$ cat src/rtl/bsg_then_ready_link_serial_mux.sv
// Round-robin serializer: shares one narrow then_ready link among els_p wide channels.
// Each frame is a header flit carrying the channel id, followed by the word LSB-first.
module bsg_then_ready_link_serial_mux #(
  parameter int els_p          = 4,
  parameter int wide_width_p   = 64,
  parameter int narrow_width_p = 16,
  localparam int flits_lp      = (wide_width_p + narrow_width_p - 1) / narrow_width_p,
  localparam int id_width_lp   = (els_p == 1) ? 1 : $clog2(els_p),
  localparam int cnt_width_lp  = (flits_lp == 1) ? 1 : $clog2(flits_lp),
  localparam int word_width_lp = flits_lp * narrow_width_p
) (
  input  logic                            clk_i,
  input  logic                            reset_n_i,
  input  logic [els_p-1:0]                wide_v_i,
  input  logic [els_p*wide_width_p-1:0]   wide_data_i,
  output logic [els_p-1:0]                wide_then_ready_o,
  output logic                            narrow_v_o,
  output logic [narrow_width_p-1:0]       narrow_data_o,
  input  logic                            narrow_then_ready_i,
  output logic [id_width_lp-1:0]          grant_id_o
);

  typedef enum logic [1:0] {IDLE, HDR, DATA} state_e;

  localparam logic [cnt_width_lp-1:0] cnt_last_lp = cnt_width_lp'(flits_lp - 1);
  localparam logic [id_width_lp-1:0]  id_last_lp  = id_width_lp'(els_p - 1);

  state_e                   state_r;
  logic [id_width_lp-1:0]   last_r;
  logic [id_width_lp-1:0]   id_r;
  logic [word_width_lp-1:0] word_r;
  logic [cnt_width_lp-1:0]  cnt_r;

  logic [wide_width_p-1:0]  wide_words [els_p];
  logic [id_width_lp-1:0]   grant_idx;
  logic [id_width_lp-1:0]   cand_idx;
  logic [word_width_lp-1:0] grant_word;
  logic                     any_v;
  logic                     found;
  logic                     last_flit_accept;
  logic                     grant_event;

  for (genvar gi = 0; gi < els_p; gi++) begin : g_unpack
    assign wide_words[gi] = wide_data_i[gi*wide_width_p +: wide_width_p];
  end

  assign any_v = |wide_v_i;

  // First valid channel scanning upward from the one after the last grant.
  always_comb begin
    grant_idx = '0;
    cand_idx  = '0;
    found     = 1'b0;
    for (int i = 1; i <= els_p; i++) begin
      cand_idx = id_width_lp'((int'(last_r) + i) % els_p);
      if (!found && wide_v_i[cand_idx]) begin
        found     = 1'b1;
        grant_idx = cand_idx;
      end
    end
  end

  assign last_flit_accept = (state_r == DATA) && narrow_then_ready_i && (cnt_r == cnt_last_lp);
  // Gated by reset so the consume strobe stays low while the link is held in reset.
  assign grant_event = reset_n_i && found && ((state_r == IDLE) || last_flit_accept);

  always_comb begin
    wide_then_ready_o = '0;
    if (grant_event) begin
      wide_then_ready_o[grant_idx] = 1'b1;
    end
  end

  always_comb begin
    grant_word = '0;
    grant_word[wide_width_p-1:0] = wide_words[grant_idx];
  end

  // Narrow side is decoded purely from registers, so ready never reaches it.
  always_comb begin
    narrow_data_o = '0;
    case (state_r)
      HDR:     narrow_data_o[id_width_lp-1:0] = id_r;
      DATA:    narrow_data_o = word_r[cnt_r*narrow_width_p +: narrow_width_p];
      default: narrow_data_o = '0;
    endcase
  end

  assign narrow_v_o = (state_r != IDLE);
  assign grant_id_o = id_r;

  always_ff @(posedge clk_i or negedge reset_n_i) begin
    if (!reset_n_i) begin
      state_r <= IDLE;
      last_r  <= id_last_lp;
      word_r  <= '0;
      id_r    <= '0;
      cnt_r   <= '0;
    end else begin
      case (state_r)
        IDLE: begin
          if (grant_event) begin
            word_r  <= grant_word;
            id_r    <= grant_idx;
            last_r  <= grant_idx;
            state_r <= HDR;
          end
        end
        HDR: begin
          if (narrow_then_ready_i) begin
            cnt_r   <= '0;
            state_r <= DATA;
          end
        end
        DATA: begin
          if (narrow_then_ready_i) begin
            if (cnt_r != cnt_last_lp) begin
              cnt_r <= cnt_r + 1'b1;
            end else if (grant_event) begin
              word_r  <= grant_word;
              id_r    <= grant_idx;
              last_r  <= grant_idx;
              state_r <= HDR;
            end else begin
              state_r <= IDLE;
            end
          end
        end
        default: state_r <= IDLE;
      endcase
    end
  end

endmodule

$ cat config.mk
export PLATFORM = sky130hd
export DESIGN_NAME = bsg_then_ready_link_serial_mux
export DESIGN_NICKNAME = d
export VERILOG_FILES = /design/src/rtl/bsg_then_ready_link_serial_mux.sv
export SDC_FILE = /design/constraint.sdc
export NUM_CORES = 1
export LEC_CHECK = 0
export ABC_AREA = 1
export ABC_CLOCK_PERIOD_IN_PS = 6000
export BUFFER_PORTS_ARGS = -buffer_cell sky130_fd_sc_hd__buf_2
export CAP_MARGIN = 20
export CORE_ASPECT_RATIO = 0.75
export CORE_UTILIZATION = 52
export DETAILED_ROUTE_END_ITERATION = 6
export HOLD_SLACK_MARGIN = 0.02
export PLACE_DENSITY = 0.84
export SLEW_MARGIN = 10
export SYNTH_ARGS = -nofsm -noshare
export SYNTH_HDL_FRONTEND = slang
export SYNTH_SLANG_ARGS = --single-unit
$ cat constraint.sdc
create_clock -name clk_i -period 6 [get_ports clk_i]
set_input_delay 0.3 -clock clk_i [delete_from_list [all_inputs] [get_ports clk_i]]
set_output_delay 0.3 -clock clk_i [all_outputs]
set_load 0.01 [all_outputs]
==> flow_metrics.env <==
export IMPL_cts_sinks=72
export IMPL_yosys_area_top_type="nand2_1"
export IMPL_max_slew_margin=0.286
export IMPL_r2r_cells=15
export IMPL_start_util=0.539
export IMPL_yosysWarningCount=0
export IMPL_cts_resized=0
export IMPL_dp_cells=1516
export IMPL_grt_start_max_net_pins=91
export IMPL_synth_top_area_frac=0.410
export IMPL_hold_violations=0
export IMPL_port_buffers=285
export IMPL_power_leakage_nw=4.97
export IMPL_drcViolationCount=0
export IMPL_finalWeightedCongestion=0.918
export IMPL_routedWlPerCell_microns=14.6
export IMPL_ys_ff_latch=72
export IMPL_r2r_end="word_r[25]"
export IMPL_antenna_found_initial=2
export IMPL_drt_initial_drc_count=824
export IMPL_layout_min_cycle_time_ns=3.90
export IMPL_max_vdd_ir_drop_v=0.000418
export IMPL_setup_viol=0
export IMPL_cts_inserted_buffers=9
export IMPL_path_cells="inv_6, nand2_1, nand2_1, nand2_1, nand2_1, o21ai_1, nand3_4, nand2_4, buf_4, nand2_1, nand2_1, nand2_1, nand2_1, nand2_1, nand2_1"
export IMPL_yosys_top_cells_area="nand2_1 (41%), dfrtp_1 (28%), nand3_1 (11%)"
export IMPL_skew_ns=0.00363
export IMPL_finalCritPeriodShare=0.651
export IMPL_io_pins=286
export IMPL_met2_usage=0.521
export IMPL_power_density_nw_per_um2=728
export IMPL_maxCapViolations=0
export IMPL_r2r_slack_ns=2.10
export IMPL_clock_latency_ns=0.34
export IMPL_core_sq_um=11700
export IMPL_dr_pass1_iters=5
export IMPL_worst_hold_slack_ns=0.0930
export IMPL_postLayoutCellArea_sq_um=7980
export IMPL_clock_root_buffer="clkbuf_16"
export IMPL_die_w_microns=129
export IMPL_crit_fanout=90
export IMPL_cts_htree_levels=3
export IMPL_worstSetupStartpointType="register"
export IMPL_synth_area_sq_um=6310
export IMPL_worstPathArrival_ns=4.18
export IMPL_postCtsSetupBuffers=0
export IMPL_hold_path_class="primary input to async pin"
export IMPL_place_area_sq_um=7580
export IMPL_design_die_area_sq_um=12600
export IMPL_total_power_mw=5.81
export IMPL_ys_seq_area_frac=0.286
export IMPL_grt_pass1_wl_microns=35100
export IMPL_synth_nets=1413
export IMPL_ctsHoldBuffers=0
export IMPL_rsz0062_at_grt="no"
export IMPL_busiest_layer="met1"
export IMPL_slew_violations=0
export IMPL_syn_to_final_growth_pct=26.4
export IMPL_met1_usage=0.523
export IMPL_critPathMostFrequentCell="nand2_1"
export IMPL_crit_required_ns=6.27
export IMPL_num_nets_final=1635
export IMPL_clk_pin_slew_worst_paths_ns=0.05
export IMPL_status="complete, no violations"
export IMPL_dp_hpwl_microns=16200
export IMPL_crit_type="register to register"
export IMPL_fmax_mhz=256
export IMPL_grt_pass1_vias=7305
export IMPL_tightest_slew_ns=1.07
export IMPL_wirelength_microns=22300
export IMPL_track_usage=0.356
export IMPL_vias_per_cell=5.32
export IMPL_ant_nets=0
export IMPL_drive_gt1_frac=0.235
export IMPL_grtUsageMet3=0.0809
export IMPL_syn_inst=1144
export IMPL_rows=34
export IMPL_cts_buffer_depth=2
export IMPL_grt_overflow=0
export IMPL_end_kind="register"
export IMPL_r2r_start="last_r[0]"
export IMPL_cp_slowest_stage_delay_ns=0.88
export IMPL_fin_tns_setup_ns=0
export IMPL_syn_avg_cell_area_sq_um=5.52
export IMPL_synth_cell_type_count=27
export IMPL_cts_tree="built"
export IMPL_critPathSlowestCell="nand2_4"
export IMPL_fin_cells=1534
export IMPL_via_count=8157
export IMPL_dieHeight_microns=97.4
==> report_power, final <==
group,leakage (nW),switching [mW],internal (mW)
Clock,0.179,0.202,0.458
Combinational,3.87,2.99,1.30
Sequential,0.914,0.148,0.708
==> critical path: cells and delay by family, from the launching register on <==
family / cells / cell delay [ns]
AO/OA/AOI/OAI: 1 / 0.24
buffers and inverters: 2 / 0.59
flip-flops: 1 / 0.67
AND/OR/NAND/NOR: 12 / 2.23
==> layout by cell type, fill, tap and decap left out, types with 2 or more instances in the layout <==
cell / n
clkbuf_16: 9
a21oi_1: 18
ha_1: 6
nand3_1: 135
o22ai_1: 2
nand2_4: 2
dfrtp_1: 70
o21ai_0: 39
nand4_1: 2
nand2_2: 3
nor2_1: 67
inv_1: 13
bufinv_16: 4
buf_4: 7
nand2_1: 689
dfstp_2: 2
buf_2: 284
diode_2: 2
inv_2: 3
o21ai_1: 2
nor3_1: 2
==> layer usage <==
layer	share of wire	vias to the layer above
li1	-	4015
met1	0.44	3744
met2	0.44	355
met3	0.091	43
met4	0.021	0
met5	0	-
==> how the worst max path moves through the flow <==
| stage | start | endpoint | slack, ns | cells after the start |
|---|---|---|---|---|
| after floorplan | last_r[0] | wide_then_ready_o[3] | 3.76 | 15 |
| after global placement | last_r[0] | word_r[25] | 2.26 | 15 |
| after global routing | last_r[0] | word_r[25] | 1.77 | 15 |
| after CTS | last_r[0] | word_r[25] | 2.16 | 15 |
| after detailed placement | last_r[0] | word_r[25] | 2.22 | 15 |
| final | last_r[0] | word_r[25] | 2.10 | 15 |
==> Yosys cell counts <==
cell type and n:
a21oi_1 18, a21oi_2 1, buf_1 3, buf_2 42, buf_4 2, buf_6 9
clkbuf_1 25, clkinv_1 1, dfrtp_1 70, dfstp_2 2, ha_1 6, inv_1 13
inv_2 3, inv_6 1, nand2_1 690, nand2_2 4, nand3_1 135, nand3_2 2
nand3b_1 1, nand4_1 2, nor2_1 67, nor2_4 1, nor3_1 2, o211ai_1 1
o21ai_0 39, o21ai_1 2, o22ai_1 2
==> stage by stage <==
| stage | util | worst slack (ns) |
|---|---|---|
| final | 0.682 | 2.10 |
| after floorplan | - | 3.76 |
| after detailed placement | 0.648 | 2.22 |
| after global placement | 0.648 | 2.26 |
| after CTS | 0.680 | 2.16 |
| after global routing | 0.682 | 1.77 |
==> cells by family after synthesis <==
kind of cell / share of synthesized area
flops: 0.286
simple gates: 0.571
buf+inv: 0.0799
fa+ha+maj: 0.0119
compound gates: 0.0513
==> flip-flops by register name, summed over array words and instances (netlist names) <==
| name | flops |
|---|---|
| cnt_r | 2 |
| grant_id_o | 2 |
| last_r | 2 |
| state_r | 2 |
| word_r | 64 |
==> final cells by class <==
cell class	count	area (sq um)
sequential	72	1800
tap	162	203
timing repair buffer	292	1490
inverter	18	72.6
clock inverter	5	129
clock buffer	10	239
antenna	2	5.00
fill	1122	3720
multi-input combinational	973	4030
Power figures use the tool's default switching activity.
